[src/rtl/ram_arb_pkg.sv]
// Shared types and constants for the two-port RAM arbiter.
// Latency: n/a (declarations only).
// Backpressure: n/a.
package ram_arb_pkg;

    typedef enum logic {
        ST_INIT = 1'b0,
        ST_RUN  = 1'b1
    } state_t;

    localparam int PORT_INSTR = 0;
    localparam int PORT_DATA  = 1;

    localparam int DEF_AW    = 33;
    localparam int DEF_DW    = 33;
    localparam int DEF_DEPTH = 1024;

endpackage

[src/rtl/rr_arb2.sv]
// Two-way round-robin arbiter: single requester always wins, contention goes to ptr_q.
// Latency: grant is combinational from req in the same cycle.
// Backpressure: no grants while advance is low; pointer flips only on contended grants.
module rr_arb2
    import ram_arb_pkg::*;
(
    input  logic       clk,
    input  logic       rst,
    input  logic [1:0] req,
    input  logic       advance,
    output logic [1:0] gnt,
    output logic       ptr_q
);

    logic ptr_d;

    // Pick the winner and decide whether the pointer moves this cycle.
    always_comb begin
        gnt   = 2'b00;
        ptr_d = ptr_q;
        if (advance) begin
            if (req == 2'b11) begin
                gnt   = ptr_q ? 2'b10 : 2'b01;
                ptr_d = ~ptr_q;
            end else begin
                gnt = req;
            end
        end
    end

    // Pointer register; after reset the instruction port has priority.
    always_ff @(posedge clk) begin
        if (rst) begin
            ptr_q <= 1'(PORT_INSTR);
        end else begin
            ptr_q <= ptr_d;
        end
    end

endmodule

[src/rtl/ram_port_arbiter.sv]
// Zero-fills a 1-cycle block RAM after reset, then round-robins its single port between two requesters.
// Latency: grant is combinational (0 cycles uncontended); response strobe exactly 1 cycle after grant.
// Backpressure: requests are held by the requester until granted; INIT grants nothing, contention loser waits 1 cycle.
module ram_port_arbiter
    import ram_arb_pkg::*;
#(
    parameter int AW      = DEF_AW,
    parameter int DW      = DEF_DW,
    parameter int DEPTH   = DEF_DEPTH,
    parameter int INIT_EN = 1
) (
    input  logic          clk,
    input  logic          rst,
    input  logic          p0_req,
    input  logic          p0_we,
    input  logic [AW-1:0] p0_addr,
    input  logic [DW-1:0] p0_wdata,
    output logic          p0_gnt,
    output logic          p0_rvalid,
    output logic [DW-1:0] p0_rdata,
    input  logic          p1_req,
    input  logic          p1_we,
    input  logic [AW-1:0] p1_addr,
    input  logic [DW-1:0] p1_wdata,
    output logic          p1_gnt,
    output logic          p1_rvalid,
    output logic [DW-1:0] p1_rdata,
    output logic          ram_en,
    output logic          ram_we,
    output logic [AW-1:0] ram_addr,
    output logic [DW-1:0] ram_di,
    input  logic [DW-1:0] ram_dout,
    output logic          init_done
);

    localparam int CW = $clog2(DEPTH);

    state_t        state_q, state_d;
    logic [CW-1:0] cnt_q, cnt_d;
    logic          rsp_vld_q, rsp_vld_d;
    logic          rsp_owner_q, rsp_owner_d;
    logic          rsp_wr_q, rsp_wr_d;
    logic          run_en;
    logic [1:0]    arb_gnt;
    // Pointer is only of interest when probing the arbiter; the grant vector carries the decision.
    logic          arb_ptr_unused;

    // Arbitration is frozen during INIT and while reset is asserted.
    assign run_en = (state_q == ST_RUN) && !rst;

    rr_arb2 u_arb (
        .clk     (clk),
        .rst     (rst),
        .req     ({p1_req, p0_req}),
        .advance (run_en),
        .gnt     (arb_gnt),
        .ptr_q   (arb_ptr_unused)
    );

    assign p0_gnt    = arb_gnt[PORT_INSTR];
    assign p1_gnt    = arb_gnt[PORT_DATA];
    assign init_done = (state_q == ST_RUN) && !rst;

    // State, init counter and response-tracking registers.
    always_ff @(posedge clk) begin
        if (rst) begin
            state_q     <= (INIT_EN != 0) ? ST_INIT : ST_RUN;
            cnt_q       <= '0;
            rsp_vld_q   <= 1'b0;
            rsp_owner_q <= 1'b0;
            rsp_wr_q    <= 1'b0;
        end else begin
            state_q     <= state_d;
            cnt_q       <= cnt_d;
            rsp_vld_q   <= rsp_vld_d;
            rsp_owner_q <= rsp_owner_d;
            rsp_wr_q    <= rsp_wr_d;
        end
    end

    // Walk the counter through every word once, then hand the RAM over to the requesters.
    always_comb begin
        state_d = state_q;
        cnt_d   = cnt_q;
        if (state_q == ST_INIT) begin
            cnt_d = cnt_q + CW'(1);
            if (cnt_q == CW'(DEPTH - 1)) begin
                state_d = ST_RUN;
            end
        end
    end

    // Drive the RAM port: zero-fill writes in INIT, the granted requester in RUN, idle otherwise.
    always_comb begin
        ram_en   = 1'b0;
        ram_we   = 1'b0;
        ram_addr = '0;
        ram_di   = '0;
        if (!rst) begin
            if (state_q == ST_INIT) begin
                ram_en   = 1'b1;
                ram_we   = 1'b1;
                ram_addr = AW'(cnt_q) << 2;
            end else if (arb_gnt[PORT_DATA]) begin
                ram_en   = 1'b1;
                ram_we   = p1_we;
                ram_addr = p1_addr;
                ram_di   = p1_wdata;
            end else if (arb_gnt[PORT_INSTR]) begin
                ram_en   = 1'b1;
                ram_we   = p0_we;
                ram_addr = p0_addr;
                ram_di   = p0_wdata;
            end
        end
    end

    // Remember who was granted and whether it was a write, so next cycle's RAM output is routed correctly.
    always_comb begin
        rsp_vld_d   = |arb_gnt;
        rsp_owner_d = arb_gnt[PORT_DATA];
        rsp_wr_d    = arb_gnt[PORT_DATA] ? p1_we : p0_we;
    end

    // Reset masks the strobe immediately so a pending response is dropped in the reset cycle.
    assign p0_rvalid = rsp_vld_q && (rsp_owner_q == 1'(PORT_INSTR)) && !rst;
    assign p1_rvalid = rsp_vld_q && (rsp_owner_q == 1'(PORT_DATA)) && !rst;
    assign p0_rdata  = (p0_rvalid && !rsp_wr_q) ? ram_dout : '0;
    assign p1_rdata  = (p1_rvalid && !rsp_wr_q) ? ram_dout : '0;

endmodule

[config.mk]
export PLATFORM = sky130hd
export DESIGN_NAME = ram_port_arbiter
export DESIGN_NICKNAME = d
export VERILOG_FILES = /design/src/rtl/ram_arb_pkg.sv /design/src/rtl/rr_arb2.sv /design/src/rtl/ram_port_arbiter.sv
export SDC_FILE = /design/constraint.sdc
export NUM_CORES = 1
export LEC_CHECK = 0
export ABC_AREA = 0
export CORE_AREA = 2 2 120 122
export DETAILED_ROUTE_END_ITERATION = 7
export DIE_AREA = 0 0 122 124
export PLACE_DENSITY_LB_ADDON = 0.25
export SLEW_MARGIN = 10
export SYNTH_ARGS = -nofsm -noshare
export SYNTH_HDL_FRONTEND = slang
export SYNTH_SLANG_ARGS = --single-unit
[constraint.sdc]
create_clock -name clk -period 5.4 [get_ports clk]
set_clock_uncertainty 0.1 [all_clocks]
set_input_delay 1.35 -clock clk [delete_from_list [all_inputs] [get_ports clk]]
set_output_delay 1.35 -clock clk [all_outputs]
set_load 0.02 [all_outputs]
# Yosys cells after proc, flatten, opt, wreduce, memory -nomap -nowiden
# Index checks and enable logic that the tools add are counted.
[totals] rom_bits=0 reg_bits=15 elab_cells=46 latch_bits=0 ramBits=0 mem_count=0 in_bits=171 output_inout_bits=139
[op_classes] n_bitwise=2 reduce_logical=11 n_eq_ne=2 shifts=0 div_mod_pow=0 order_cmp=0 mul=0 addsub=1 mux=24
[ops] cell="two-way mux 33 bit" n=10
[ops] cell="two-way mux 1 bit" n=11
[ops] cell="adder 10 x 1 -> 10 bit (second input constant)" n=1
[ops] cell="== test 10 bit (second input constant)" n=1
[ops] cell="logical AND 1 bit" n=7
[ops] cell="two-way mux 2 bit" n=3
[ops] cell="== test 2 bit (second input constant)" n=1
[ops] cell="zero test 1 bit" n=2
[ops] cell="NOT 1 bit" n=2
[ops] cell="AND reduction 2 bit" n=1
[ops] cell="OR reduction 2 bit" n=1

# Longest topological paths before layout
[depth] ltp_word=7 ltp_mapped=6 depth_no_buf=4

# By module
# From an unflattened synthesis, not the netlist that was laid out.
[unflattened] cells_unflattened=323 area_unflattened_um2=2078.2
[by_module_without_submodules] mod="ram_port_arbiter" area_per_inst_um2=2005.7 cells_each=313 instances=1 seq_area_each_um2=280.3
[by_module_without_submodules] mod="rr_arb2" area_per_inst_um2=72.6 cells_each=10 instances=1 seq_area_each_um2=20.0

# Worst setup path before layout
# No wires, ideal clock.
[synth_timing] path_kind="input to output" from="in p1_req" to="out ram_addr[10]" cell_stages=5 slack_ns=1.391 required_time_ns=3.950 arrival_time_ns=2.559 cell_sequence="buf_4 -> a21boi_1 -> buf_2 -> a31oi_1 -> a211oi_1"
[synth_between] elab_chain_len=7
[synth_lines] element="from (decl)" line_no="ram_port_arbiter.sv:21" text="input logic p1_req,"
[synth_lines] element="== test 2 bit" line_no="rr_arb2.sv:22" text="if (req == 2'b11) begin"
[synth_lines] element="two-way mux 2 bit (*)" line_no="rr_arb2.sv:22"
[synth_lines] element="two-way mux 2 bit (*)" line_no="rr_arb2.sv:21" text="if (advance) begin"
[synth_lines] element="two-way mux 33 bit" line_no="ram_port_arbiter.sv:109" text="end else if (arb_gnt[PORT_INSTR]) begin"
[synth_lines] element="two-way mux 33 bit (*)" line_no="ram_port_arbiter.sv:104" text="end else if (arb_gnt[PORT_DATA]) begin"
[synth_lines] element="two-way mux 33 bit (*)" line_no="ram_port_arbiter.sv:100" text="if (state_q == ST_INIT) begin"
[synth_lines] element="two-way mux 33 bit (*)" line_no="ram_port_arbiter.sv:99" text="if (!rst) begin"
[synth_lines] element="to (decl)" line_no="ram_port_arbiter.sv:30" text="output logic [AW-1:0] ram_addr,"
# Mark *: on every way between the ends. The rest lies on a longest branch, timed or not.

# Worst setup path after layout
[layout_timing] from="in p0_req" to="out ram_di[24]"
[layout_between] elab_chain_len=7
[layout_lines] element="from (decl)" line_no="ram_port_arbiter.sv:14" text="input logic p0_req,"
[layout_lines] element="== test 2 bit" line_no="rr_arb2.sv:22"
[layout_lines] element="two-way mux 2 bit (*)" line_no="rr_arb2.sv:22"
[layout_lines] element="two-way mux 2 bit (*)" line_no="rr_arb2.sv:21"
[layout_lines] element="two-way mux 33 bit" line_no="ram_port_arbiter.sv:109"
[layout_lines] element="two-way mux 33 bit (*)" line_no="ram_port_arbiter.sv:104"
[layout_lines] element="two-way mux 33 bit (*)" line_no="ram_port_arbiter.sv:100"
[layout_lines] element="two-way mux 33 bit (*)" line_no="ram_port_arbiter.sv:99"
[layout_lines] element="to (decl)" line_no="ram_port_arbiter.sv:31" text="output logic [DW-1:0] ram_di,"
# Marked as above.

==> impl_metrics.py <==
metrics = {
    "power_and_ir_drop": {
        "swShare_pct": 22.2,
        "switchingPower_uw": 94.2,
        "p_leak_uw": 0.00193,
        "seq_power_share_pct": 27.4,
        "combPwrFrac_pct": 38.0,
        "p_int_uw": 331,
        "power.density_mw_per_mm2": 79.4,
        "fin_total_pwr_uw": 425,
        "clockPowerShare_pct": 34.6,
        "ir_drop_uv": 79.2,
    },
    "cts": {
        "ctsHoldBuffers": 0,
        "cts.clk_slew.worst_paths_ps": 50,
        "cts_setup_buffers": 0,
        "cts_made_buffers": 3,
        "max-clock-path-buffers": 2,
        "htreeDepth": 1,
        "cts_tree": "done",
        "ctsResizeCount": 0,
        "worst_skew_pair.late_latency_ps": 250,
        "cts_sinks": 15,
        "clock-root-buffer": "clkbuf_16",
    },
    "route": {
        "wl_um": 14100,
        "drc": 0,
        "dr.pass1.iters": 4,
        "postRouteAntennaNets": 0,
        "drt_iter0_markers": 162,
        "wl_per_cell_um": 19.0,
        "vias": 3284,
        "viasPerCell": 4.43,
    },
    "logic_synthesis": {
        "yosysWarnings": 0,
        "synth_area_mm2": 0.00199,
        "synth_top_area_cell": "a22o_1",
        "syn-num-nets": 439,
        "ys.flop_type": "dfxtp_1",
        "synth_edf_count": 0,
        "syn_area_per_cell_um2": 7.46,
        "seq_area_frac_synth_pct": 15.1,
        "ys_top_cells_by_area": "a22o_1 25%, and2_1 21%, dfxtp_1 15%, a211oi_1 3.4%, nand4_1 2.8%",
        "synth_cells": 267,
        "synth_seq_cells": 15,
        "synth_cell_types": 39,
        "async_flop_share_pct": 0,
        "synth.top_cell.area_share_pct": 24.6,
    },
    "worst_setup_path": {
        "crit_path_max_fanout": 49,
        "cp.arrival_ps": 3560,
        "crit_path_start_kind": "input port",
        "r2r_slack_ps": 3840,
        "worst-r2r-cell-count": 5,
        "timing.rr.start": "state_q",
        "path_cells": "clkdlybuf4s50_1 -> a21boi_1 -> and2_2 -> buf_12 -> a22o_1 -> clkdlybuf4s50_1",
        "cpLargestDelayFamily": "buffers and inverters",
        "crit_buf_inv": 3,
        "worst_setup_path_end_kind": "primary output",
        "slowest_delay_ps": 650,
        "worstPathRequired_ps": 3950,
        "worstSetupPathType": "input port to primary output",
        "cp_common_cell": "clkdlybuf4s50_1",
        "r2r-end": "rsp_wr_q",
        "cp_slowest_cell": "clkdlybuf4s50_1",
    },
    "die": {
        "row_count": 43,
        "die_x_um": 122,
        "dieArea_mm2": 0.0151,
        "coreArea_mm2": 0.0137,
        "io_pins": 310,
        "initial_utilization_pct": 14.5,
        "die_y_um": 124,
    },
    "grt": {
        "track_usage_pct": 16.6,
        "grt_start_max_net_pins": 58,
        "grt_pass1_vias": 3079,
        "antenna_found_initial": 0,
        "grt.overflow.total": 0,
        "grt_pass1_wl_um": 19300,
    },
    "timing": {
        "relSlewSlack_pct": 72.9,
        "final-hold-violation-count": 0,
        "min_period_over_period_pct": 92.7,
        "setup_tns_ps": 0,
        "setup_violations": 0,
        "rsz0062_at_grt": "false",
        "tightest_slew_ps": 406,
        "layout_min_cycle_time_ps": 5010,
        "max_freq_mhz": 200,
        "slew_violations": 0,
    },
    "run_status": {
        "status": "finished, final reports clean",
    },
    "cells_and_area": {
        "antennaDiodeCount": 0,
        "multiInputGateArea_mm2": 0.00152,
        "nNetsFinal": 734,
        "area_growth_pct": 169,
        "drive_gt1_share_pct": 5.53,
        "fill_cells": 1388,
        "register_area_um2": 300,
    },
    "worst_hold_path": {
        "worstHoldPathCells": 2,
        "hp-class": "register to register",
        "hold_end": "cnt_q[8]",
        "worstHoldStart": "cnt_q[8]",
    },
    "placement": {
        "gp_congestion": 0.824,
        "dp_hpwl_um": 11600,
        "numPortBuffers": 309,
    },
    "run": {
        "drv_cap": 0,
    },
}
[cell families after synthesis]
logic type / after synthesis / share of synthesized area [%]
mux: 1 / 0.503
flops: 15 / 15.1
simple gates: 117 / 35.5
xor+xnor: 4 / 1.76
buf+inv: 34 / 8.92
compound gates: 95 / 37.6
fa+ha+maj: 1 / 0.628
[routing by layer]
metal  vias up  part of all wire [%]  track usage, %  wire [um]
met3        17                   7.6            3.30       1070
met5         -                     0               0          0
met2       149                    50            29.0       7030
met1      1528                    41            20.9       5750
li1       1590                     -               -          -
met4         0                   1.9            4.24        272
[registers in the layout (all words and copies together) (netlist names)]
signal       flops
rsp_owner_q      1
rsp_vld_q        1
cnt_q           10
u_arb.ptr_q      1
rsp_wr_q         1
state_q          1
[through the flow]
stage	cells	hold slack [ps]	util, %	setup slack [ps]	instance area, um^2
global route	741	426	39.0	278	5350
CTS	741	403	39.0	399	5350
finish	741	411	39.0	393	5350
global placement	737	384	38.4	422	5270
detailed placement	737	396	38.4	414	5270
floorplan	267	365	-	1390	1990
[power by group through the flow]
| stage | clock network, uW | registers, uW | logic, uW |
|---|---|---|---|
| after floorplan | 0 | 118 | 20.4 |
| after global placement | 0 | 119 | 160 |
| after detailed placement | 0 | 119 | 161 |
| after CTS | 150 | 116 | 162 |
| after global routing | 153 | 117 | 172 |
| final | 147 | 116 | 162 |
[cell type report]
type | count | area share (%)
clock buffer | 3 | 1.40
multi-input combinational | 218 | 28.3
tap | 180 | 4.21
clock inverter | 1 | 0.0935
inverter | 4 | 0.281
sequential | 15 | 5.61
timing repair buffer | 320 | 60.1
[cells in the mapped netlist (all sizes together), types with 2 or more instances]
master  number
and3         2
or3          3
nor2b        2
nand3        4
a32oi        3
nand4        9
a22o        56
a31oi        8
and2        67
nand2        3
a211oi       9
clkbuf      10
dfxtp       15
inv          4
buf         20
o21ai        3
or4          4
nor2        15
nand2b       2
xor2         4
o31ai        4
a21oi        9
[worst min-delay path, stage by stage, from the launching register on]
cell	delay (ps)
dfxtp_1	330
o31ai_1	70
a21oi_1	60
[cell usage in the layout (no fill, tap or decap), drive strengths merged, types with 2 or more instances in the layout]
cell type / Yosys / layout
a22o: 56 / 56
and3: 2 / 2
a32oi: 3 / 3
a31oi: 8 / 8
dfxtp: 15 / 15
o31ai: 4 / 4
buf: 20 / 20
o21ai: 3 / 3
a21oi: 9 / 9
or3: 3 / 3
clkdlybuf4s50: 0 / 300
a211oi: 9 / 9
nand4: 9 / 9
nor2b: 2 / 2
nand2b: 2 / 2
inv: 4 / 4
or4: 4 / 4
xor2: 4 / 4
nand3: 4 / 4
clkbuf: 10 / 3
nand2: 3 / 3
nor2: 15 / 15
and2: 67 / 67
[worst max path at each step]
stage / startpoint / to / slack [ps] / cells past startpoint
floorplan: p1_req / ram_addr[10] / 1390 / 5
CTS: rst / ram_di[19] / 400 / 6
global placement: rst / ram_di[19] / 420 / 6
global route: p0_req / ram_di[24] / 280 / 6
finish: p0_req / ram_di[24] / 390 / 6
detailed placement: p0_req / ram_di[19] / 410 / 6
(Power assumes the default switching activity.)
